### src/rtl/assoc_cache_memory.sv
// assoc_cache_memory: 2-way set-associative write-back/write-allocate cache, LRU replacement, req/ack backing memory, whole-cache flush
//   processor: reqValid/reqReady/reqWrite/reqAddr/reqData -> rspValid/rspData/hit; control: flushStart -> flushDone, busy
//   memory: memReq/memWrite/memAddr/memWData -> memAck/memRData
module assoc_cache_memory #(
  parameter int DATA_W = 8,
  parameter int ADDR_W = 8,
  parameter int IDX_W  = 3
) (
  input  logic              clk,
  input  logic              clrN,
  input  logic              reqValid,
  output logic              reqReady,
  input  logic              reqWrite,
  input  logic [ADDR_W-1:0] reqAddr,
  input  logic [DATA_W-1:0] reqData,
  output logic              rspValid,
  output logic [DATA_W-1:0] rspData,
  output logic              hit,
  input  logic              flushStart,
  output logic              flushDone,
  output logic              busy,
  output logic              memReq,
  output logic              memWrite,
  output logic [ADDR_W-1:0] memAddr,
  output logic [DATA_W-1:0] memWData,
  input  logic              memAck,
  input  logic [DATA_W-1:0] memRData
);
  localparam int TAG_W = ADDR_W - IDX_W;
  localparam int SETS  = 1 << IDX_W;
  typedef enum logic [2:0] {IDLE, LOOKUP, WBACK, FILL, RESP, FL_SCAN, FL_WB} state_t;
  state_t state_q, state_d;
  logic [ADDR_W-1:0] addr_q, addr_d, mem_addr_q, mem_addr_d;
  logic [DATA_W-1:0] wdata_q, wdata_d, rsp_data_q, rsp_data_d, mem_wdata_q, mem_wdata_d, wr_data;
  logic wr_q, wr_d, vic_q, vic_d, rsp_valid_q, rsp_valid_d, hit_q, hit_d, flush_done_q, flush_done_d;
  logic mem_req_q, mem_req_d, mem_write_q, mem_write_d, we, we_way, adv;
  logic [IDX_W:0] ent_q, ent_d;
  logic [SETS-1:0][1:0] valid_q, valid_d, dirty_q, dirty_d;
  logic [SETS-1:0] lru_q, lru_d;
  logic [TAG_W-1:0] tag_mem [2][SETS];
  logic [DATA_W-1:0] data_mem [2][SETS];
  logic [IDX_W-1:0] idx, fidx, wb_idx;
  logic [TAG_W-1:0] tag;
  logic hit0, hit1, hway, vway, fway, wb_way;
  assign idx = addr_q[IDX_W-1:0];
  assign tag = addr_q[ADDR_W-1:IDX_W];
  assign fidx = ent_q[IDX_W:1];
  assign fway = ent_q[0];
  assign hit0 = valid_q[idx][0] && tag_mem[0][idx] == tag;
  assign hit1 = valid_q[idx][1] && tag_mem[1][idx] == tag;
  assign hway = !hit0;
  assign vway = !valid_q[idx][0] ? 1'b0 : !valid_q[idx][1] ? 1'b1 : lru_q[idx];
  // Miss eviction and flush share one write-back path; only the entry being written back differs
  assign wb_idx = state_q == FL_WB ? fidx : idx;
  assign wb_way = state_q == FL_WB ? fway : vic_q;
  assign reqReady = state_q == IDLE && !flushStart;
  assign busy = state_q != IDLE;
  assign rspValid = rsp_valid_q;
  assign rspData = rsp_data_q;
  assign hit = hit_q;
  assign flushDone = flush_done_q;
  assign memReq = mem_req_q;
  assign memWrite = mem_write_q;
  assign memAddr = mem_addr_q;
  assign memWData = mem_wdata_q;
  always_comb begin
    state_d = state_q;
    addr_d = addr_q;
    wr_d = wr_q;
    wdata_d = wdata_q;
    vic_d = vic_q;
    ent_d = ent_q;
    valid_d = valid_q;
    dirty_d = dirty_q;
    lru_d = lru_q;
    rsp_data_d = rsp_data_q;
    mem_req_d = mem_req_q;
    mem_write_d = mem_write_q;
    mem_addr_d = mem_addr_q;
    mem_wdata_d = mem_wdata_q;
    rsp_valid_d = 1'b0;
    hit_d = 1'b0;
    flush_done_d = 1'b0;
    we = 1'b0;
    we_way = vic_q;
    wr_data = wdata_q;
    adv = 1'b0;
    case (state_q)
      IDLE: begin
        if (flushStart) begin
          state_d = FL_SCAN;
          ent_d = '0;
        end else if (reqValid) begin
          state_d = LOOKUP;
          addr_d = reqAddr;
          wr_d = reqWrite;
          wdata_d = reqData;
        end
      end
      LOOKUP: begin
        if (hit0 || hit1) begin
          state_d = RESP;
          rsp_valid_d = 1'b1;
          hit_d = 1'b1;
          lru_d[idx] = !hway;
          rsp_data_d = wr_q ? wdata_q : data_mem[hway][idx];
          we = wr_q;
          we_way = hway;
          if (wr_q) dirty_d[idx][hway] = 1'b1;
        end else begin
          vic_d = vway;
          state_d = dirty_q[idx][vway] ? WBACK : FILL;
        end
      end
      WBACK, FL_WB: begin
        if (!mem_req_q) begin
          mem_req_d = 1'b1;
          mem_write_d = 1'b1;
          mem_addr_d = {tag_mem[wb_way][wb_idx], wb_idx};
          mem_wdata_d = data_mem[wb_way][wb_idx];
        end else if (memAck) begin
          mem_req_d = 1'b0;
          dirty_d[wb_idx][wb_way] = 1'b0;
          adv = state_q == FL_WB;
          if (state_q == WBACK) state_d = FILL;
        end
      end
      FILL: begin
        if (!mem_req_q) begin
          mem_req_d = 1'b1;
          mem_write_d = 1'b0;
          mem_addr_d = addr_q;
        end else if (memAck) begin
          mem_req_d = 1'b0;
          we = 1'b1;
          wr_data = wr_q ? wdata_q : memRData;
          valid_d[idx][vic_q] = 1'b1;
          dirty_d[idx][vic_q] = wr_q;
          lru_d[idx] = !vic_q;
          rsp_data_d = wr_q ? wdata_q : memRData;
          rsp_valid_d = 1'b1;
          state_d = RESP;
        end
      end
      RESP: state_d = IDLE;
      FL_SCAN: begin
        if (dirty_q[fidx][fway]) state_d = FL_WB;
        else adv = 1'b1;
      end
      default: state_d = IDLE;
    endcase
    if (adv) begin
      ent_d = ent_q + {{IDX_W{1'b0}}, 1'b1};
      state_d = &ent_q ? IDLE : FL_SCAN;
      flush_done_d = &ent_q;
    end
  end
  always_ff @(posedge clk or negedge clrN)
    if (!clrN) begin
      state_q <= IDLE;
      addr_q <= '0;
      wr_q <= 1'b0;
      wdata_q <= '0;
      vic_q <= 1'b0;
      ent_q <= '0;
      valid_q <= '0;
      dirty_q <= '0;
      lru_q <= '0;
      rsp_data_q <= '0;
      rsp_valid_q <= 1'b0;
      hit_q <= 1'b0;
      flush_done_q <= 1'b0;
      mem_req_q <= 1'b0;
      mem_write_q <= 1'b0;
      mem_addr_q <= '0;
      mem_wdata_q <= '0;
    end else begin
      state_q <= state_d;
      addr_q <= addr_d;
      wr_q <= wr_d;
      wdata_q <= wdata_d;
      vic_q <= vic_d;
      ent_q <= ent_d;
      valid_q <= valid_d;
      dirty_q <= dirty_d;
      lru_q <= lru_d;
      rsp_data_q <= rsp_data_d;
      rsp_valid_q <= rsp_valid_d;
      hit_q <= hit_d;
      flush_done_q <= flush_done_d;
      mem_req_q <= mem_req_d;
      mem_write_q <= mem_write_d;
      mem_addr_q <= mem_addr_d;
      mem_wdata_q <= mem_wdata_d;
    end
  always_ff @(posedge clk)
    if (we) begin
      tag_mem[we_way][idx] <= tag;
      data_mem[we_way][idx] <= wr_data;
    end
endmodule

### config.mk
export PLATFORM = sky130hd
export DESIGN_NAME = assoc_cache_memory
export DESIGN_NICKNAME = d
export VERILOG_FILES = /design/src/rtl/assoc_cache_memory.sv
export SDC_FILE = /design/constraint.sdc
export NUM_CORES = 1
export LEC_CHECK = 0
export BUFFER_PORTS_ARGS = -buffer_cell sky130_fd_sc_hd__buf_2
export CAP_MARGIN = 20
export CORE_MARGIN = 5
export CORE_UTILIZATION = 40
export DETAILED_ROUTE_END_ITERATION = 16
export GPL_TIMING_DRIVEN = 0
export PLACE_DENSITY_LB_ADDON = 0.3
export SLEW_MARGIN = 40
export SYNTH_ARGS = -nofsm -noshare
export SYNTH_HDL_FRONTEND = slang
export SYNTH_SLANG_ARGS = --single-unit
### constraint.sdc
create_clock -name clk -period 4.08 [get_ports clk]
set_input_delay 0.204 -clock clk [delete_from_list [all_inputs] [get_ports clk]]
set_output_delay 0.204 -clock clk [all_outputs]
set_load 0.005 [all_outputs]
==> metrics.csv <==
stage,metric,value,unit
worst_hold_path,Worst Hold End,state_q[1],
clock_tree,CTS buffer count,35,
critical_path,critical path cell sequence,buf_6 -> buf_4 -> mux4_2 -> mux2i_1 -> xor2_1 -> o211ai_1 -> nor4_2 -> nand2_1 -> o21ai_0 -> nand2_4 -> nor2_4 -> buf_16,
yosys,leading cell types by total area after synthesis,"sky130_fd_sc_hd__edfxtp_1 41%, sky130_fd_sc_hd__dfrtp_1 16%, sky130_fd_sc_hd__mux2i_1 6.4%",
global_routing,overall global routing resource usage,0.273,
floorplan,full die area,41800,µm²
clock_tree,cell at the root of the clock tree,sky130_fd_sc_hd__clkbuf_16,
clock_tree,clock sink count,302,
critical_path,Reg2Reg Capture Point,tag_mem[1][25],
critical_path,kind of start point of the critical path,flip-flop,
placement,half-perimeter wire length after detailed placement,40.0,mm
detailed_routing,Vias,12600,
critical_path,largest fanout of any net on the critical path,11,
placement,post-placement worst setup slack,-497,ps
yosys,syn avg cell area,11.5,µm²
global_routing,total overflow reported by the global router,0,
critical_path,crit path buf inv count,3,
critical_path,R2R cell count,12,
yosys,net count of the mapped netlist,1343,
pwr,power per unit of standard cell area,781,nW/µm²
sta,setup repair after global routing missed its margin,no,
critical_path,Crit Path Class,flip-flop to flip-flop,
final_layout,total inserted antenna cells,0,
detailed_routing,first-pass iteration count of the detailed router,6,
final_layout,synthesis-to-layout area growth,20.7,%
yosys,YS warnings,0,
placement,final weighted congestion in routability-driven placement,0.951,
final_layout,post-layout util,0.487,
global_routing,antenna violations before repair,0,
yosys,register bit total from synthesis,302,
yosys,top-count cell post-synth,sky130_fd_sc_hd__edfxtp_1,
global_routing,pin count of the biggest net entering global routing,52,
clock_tree,Max H-tree Level,2,
yosys,area share of the largest cell type after synthesis,0.413,
final_layout,ratio of cells with drive above 1 in the final layout,0.212,
floorplan,die width,204,µm
yosys,cell taking the most area after synthesis,sky130_fd_sc_hd__edfxtp_1,
critical_path,Critical Path RT,4320,ps
critical_path,slowest cell on the critical path,sky130_fd_sc_hd__mux4_2,
floorplan,I/O pin count,61,
sta,Final Setup Violations,0,
detailed_routing,Detailed Route Iter0 Violations,1799,
sta,minimum period implied by the final worst setup slack,3980,ps
detailed_routing,via density per instance,6.31,
pwr,leakage power of the design,6.61,nW
critical_path,type of destination of the critical path,flip-flop,
critical_path,reg-to-reg setup timing slack,100,ps
yosys,ys flop type,sky130_fd_sc_hd__edfxtp_1,
floorplan,core outline area,37500,µm²
sta,Slew HR,0.384,
yosys,top cell types by occurrence after synthesis,"208 x sky130_fd_sc_hd__edfxtp_1, 182 x sky130_fd_sc_hd__nand2_1, 96 x sky130_fd_sc_hd__mux2i_1",
critical_path,Worst EP arrival,4220,ps
sta,worst setup slack after layout,101,ps
outcome,result of the run,"complete, no violations",
pwr,worst IR drop on VDD,0.360,mV
critical_path,Crit path max-delay family,simple AND/OR/NAND/NOR gates,
yosys,synth unique cells,77,
global_routing,vias in the first global route,12300,
yosys,synthesized instance count,1312,
detailed_routing,total wire length,57.7,mm
floorplan,number of cell rows,71,
sta,Worst Clk Skew,19.8,ps
detailed_routing,Residual DRC,0,
run,number of max-capacitance violations reported,0,
final_layout,nets,1490,
clock_tree,clock latency of the later-clocked register in the worst-skew pair,550,ps
yosys,share of flip-flops with an asynchronous set or reset,0.311,
yosys,number of enable flip-flop cells after synthesis,208,
worst_hold_path,Hold Crit Class,input pin to flip-flop,
floorplan,starting utilization of the core area,0.403,
detailed_routing,WL per Instance,28.9,µm
detailed_routing,Final ANT Viol Nets,0,
clock_tree,CTS tree,yes,
sta,Max Fclk,251,MHz
global_routing,first-pass GRT wire length,83.5,mm
yosys,mapped cell area,15100,µm²
floorplan,floorplan die height,204,µm
clock_tree,Longest Clk Path Bufs,3,
sta,transition at the pin with the smallest max-transition slack,921,ps
yosys,part of the Yosys area used for sequential elements,0.569,
worst_hold_path,hold path start,memAck,
sta,"Slew Viols, Final",0,
worst_hold_path,depth of the worst hold-timing path,4,
placement,number of I/O port buffers,60,
critical_path,delay of the slowest cell on the worst path,530,ps
critical_path,startpoint of the worst-slack reg-to-reg timing path,addr_q[0],
sta,final hold vios,0,
sta,share of the cycle needed by the critical path after routing,0.975,
clock_tree,clock-pin slew on the worst setup and hold paths,60,ps
sta,setup TNS after final layout,0,ps
## layout make-up
cell class | instances | area (µm²)
Fill cell | 3367 | 19200
Sequential cell | 302 | 8600
Multi-Input combinational cell | 901 | 6220
Timing Repair Buffer | 113 | 1060
Clock buffer | 46 | 967
Tap cell | 511 | 639
Buffer | 92 | 485
Clock inverter | 17 | 220
Inverter | 14 | 53.8
## flip-flops by register name, summed over array words and instances (netlist names)
name	count
data_mem	128
tag_mem	80
dirty_q	16
valid_q	16
addr_q	8
lru_q	8
memAddr	8
memWData	8
rspData	8
wdata_q	8
ent_q	4
state_q	3
flushDone	1
hit	1
memReq	1
memWrite	1
rspValid	1
vic_q	1
wr_q	1
## power breakdown
group	switching (mW)	internal [mW]	total, mW
Sequential	0.420	4.02	4.44
Combinational	4.48	2.11	6.58
Clock	1.30	1.94	3.24
Total	6.20	8.06	14.3
## layer usage
| metal | track usage | up-vias | wire (µm) |
|---|---|---|---|
| met1 | 0.366 | 6181 | 21700 |
| met2 | 0.407 | 908 | 25000 |
| li1 | - | 5273 | - |
| met4 | 0.152 | 0 | 3920 |
| met5 | 0 | - | 0 |
| met3 | 0.0666 | 223 | 7100 |
## through the flow
step                      hold slack [ps]  instance area (µm²)  power (mW)  instances
final                                92.7                18300        14.3       1996
after global routing                  131                18300        14.8       1996
after CTS                            95.4                18100        14.0       1990
after detailed placement              142                16600        10.7       1901
after global placement                429                16100        10.6       1883
after floorplan                     -91.6                15100        8.16       1312
## worst register-to-register path: stages, from the launching register on
cell and delay [ps]:
sky130_fd_sc_hd__dfrtp_1 350, sky130_fd_sc_hd__buf_6 160, sky130_fd_sc_hd__buf_4 250, sky130_fd_sc_hd__mux4_2 540, sky130_fd_sc_hd__mux2i_1 180, sky130_fd_sc_hd__xor2_1 370
sky130_fd_sc_hd__o211ai_1 170, sky130_fd_sc_hd__nor4_2 440, sky130_fd_sc_hd__nand2_1 200, sky130_fd_sc_hd__o21ai_0 330, sky130_fd_sc_hd__nand2_4 230, sky130_fd_sc_hd__nor2_4 280
sky130_fd_sc_hd__buf_16 200
## worst max path at each step
stage	start	end	slack, ps	depth (start not counted)
after global routing	addr_q[0]	tag_mem[1][25]	30	12
after global placement	addr_q[0]	data_mem[0][39]	-1350	14
after floorplan	addr_q[0]	data_mem[0][40]	500	14
final	addr_q[0]	tag_mem[1][25]	100	12
after CTS	addr_q[1]	tag_mem[0][28]	6	14
after detailed placement	addr_q[0]	tag_mem[0][12]	-500	14
## layout by cell type, fill, tap and decap left out, types with 17 or more instances in the layout
| cell type | n |
|---|---|
| sky130_fd_sc_hd__clkbuf_16 | 35 |
| sky130_fd_sc_hd__o21ai_0 | 80 |
| sky130_fd_sc_hd__dfrtp_1 | 93 |
| sky130_fd_sc_hd__clkbuf_1 | 45 |
| sky130_fd_sc_hd__a31oi_1 | 19 |
| sky130_fd_sc_hd__nor2_1 | 63 |
| sky130_fd_sc_hd__mux2_2 | 51 |
| sky130_fd_sc_hd__mux4_2 | 20 |
| sky130_fd_sc_hd__nor2_4 | 17 |
| sky130_fd_sc_hd__nand2_1 | 180 |
| sky130_fd_sc_hd__edfxtp_1 | 208 |
| sky130_fd_sc_hd__clkbuf_2 | 23 |
| sky130_fd_sc_hd__nand3_1 | 36 |
| sky130_fd_sc_hd__a21oi_1 | 88 |
| sky130_fd_sc_hd__mux2i_1 | 94 |
| sky130_fd_sc_hd__buf_2 | 64 |
| sky130_fd_sc_hd__dlygate4sd3_1 | 18 |
| sky130_fd_sc_hd__buf_4 | 22 |
| sky130_fd_sc_hd__a22oi_1 | 19 |
| sky130_fd_sc_hd__a221oi_1 | 17 |
| sky130_fd_sc_hd__o22ai_1 | 32 |
## logic make-up after synthesis
family | Yosys count | synth area share
flip-flops | 302 | 0.569
buffers and inverters | 109 | 0.0338
adder cells (fa/ha/maj) | 1 | 0.000828
XOR/XNOR | 6 | 0.00348
multiplexers | 171 | 0.135
AND/OR/NAND/NOR | 376 | 0.110
AO/OA/AOI/OAI | 347 | 0.148
## what timing repair did
item                                    4_1_cts  5_1_grt
gates resized for setup                      11       20
hold buffers                                 18        0
cloned                                        0        0
pin swaps                                     9        7
buffers inserted                              9        8
endpoints found under the setup margin      213      189
endpoints found under the hold margin       111        0
Power figures use the tool's default switching activity.
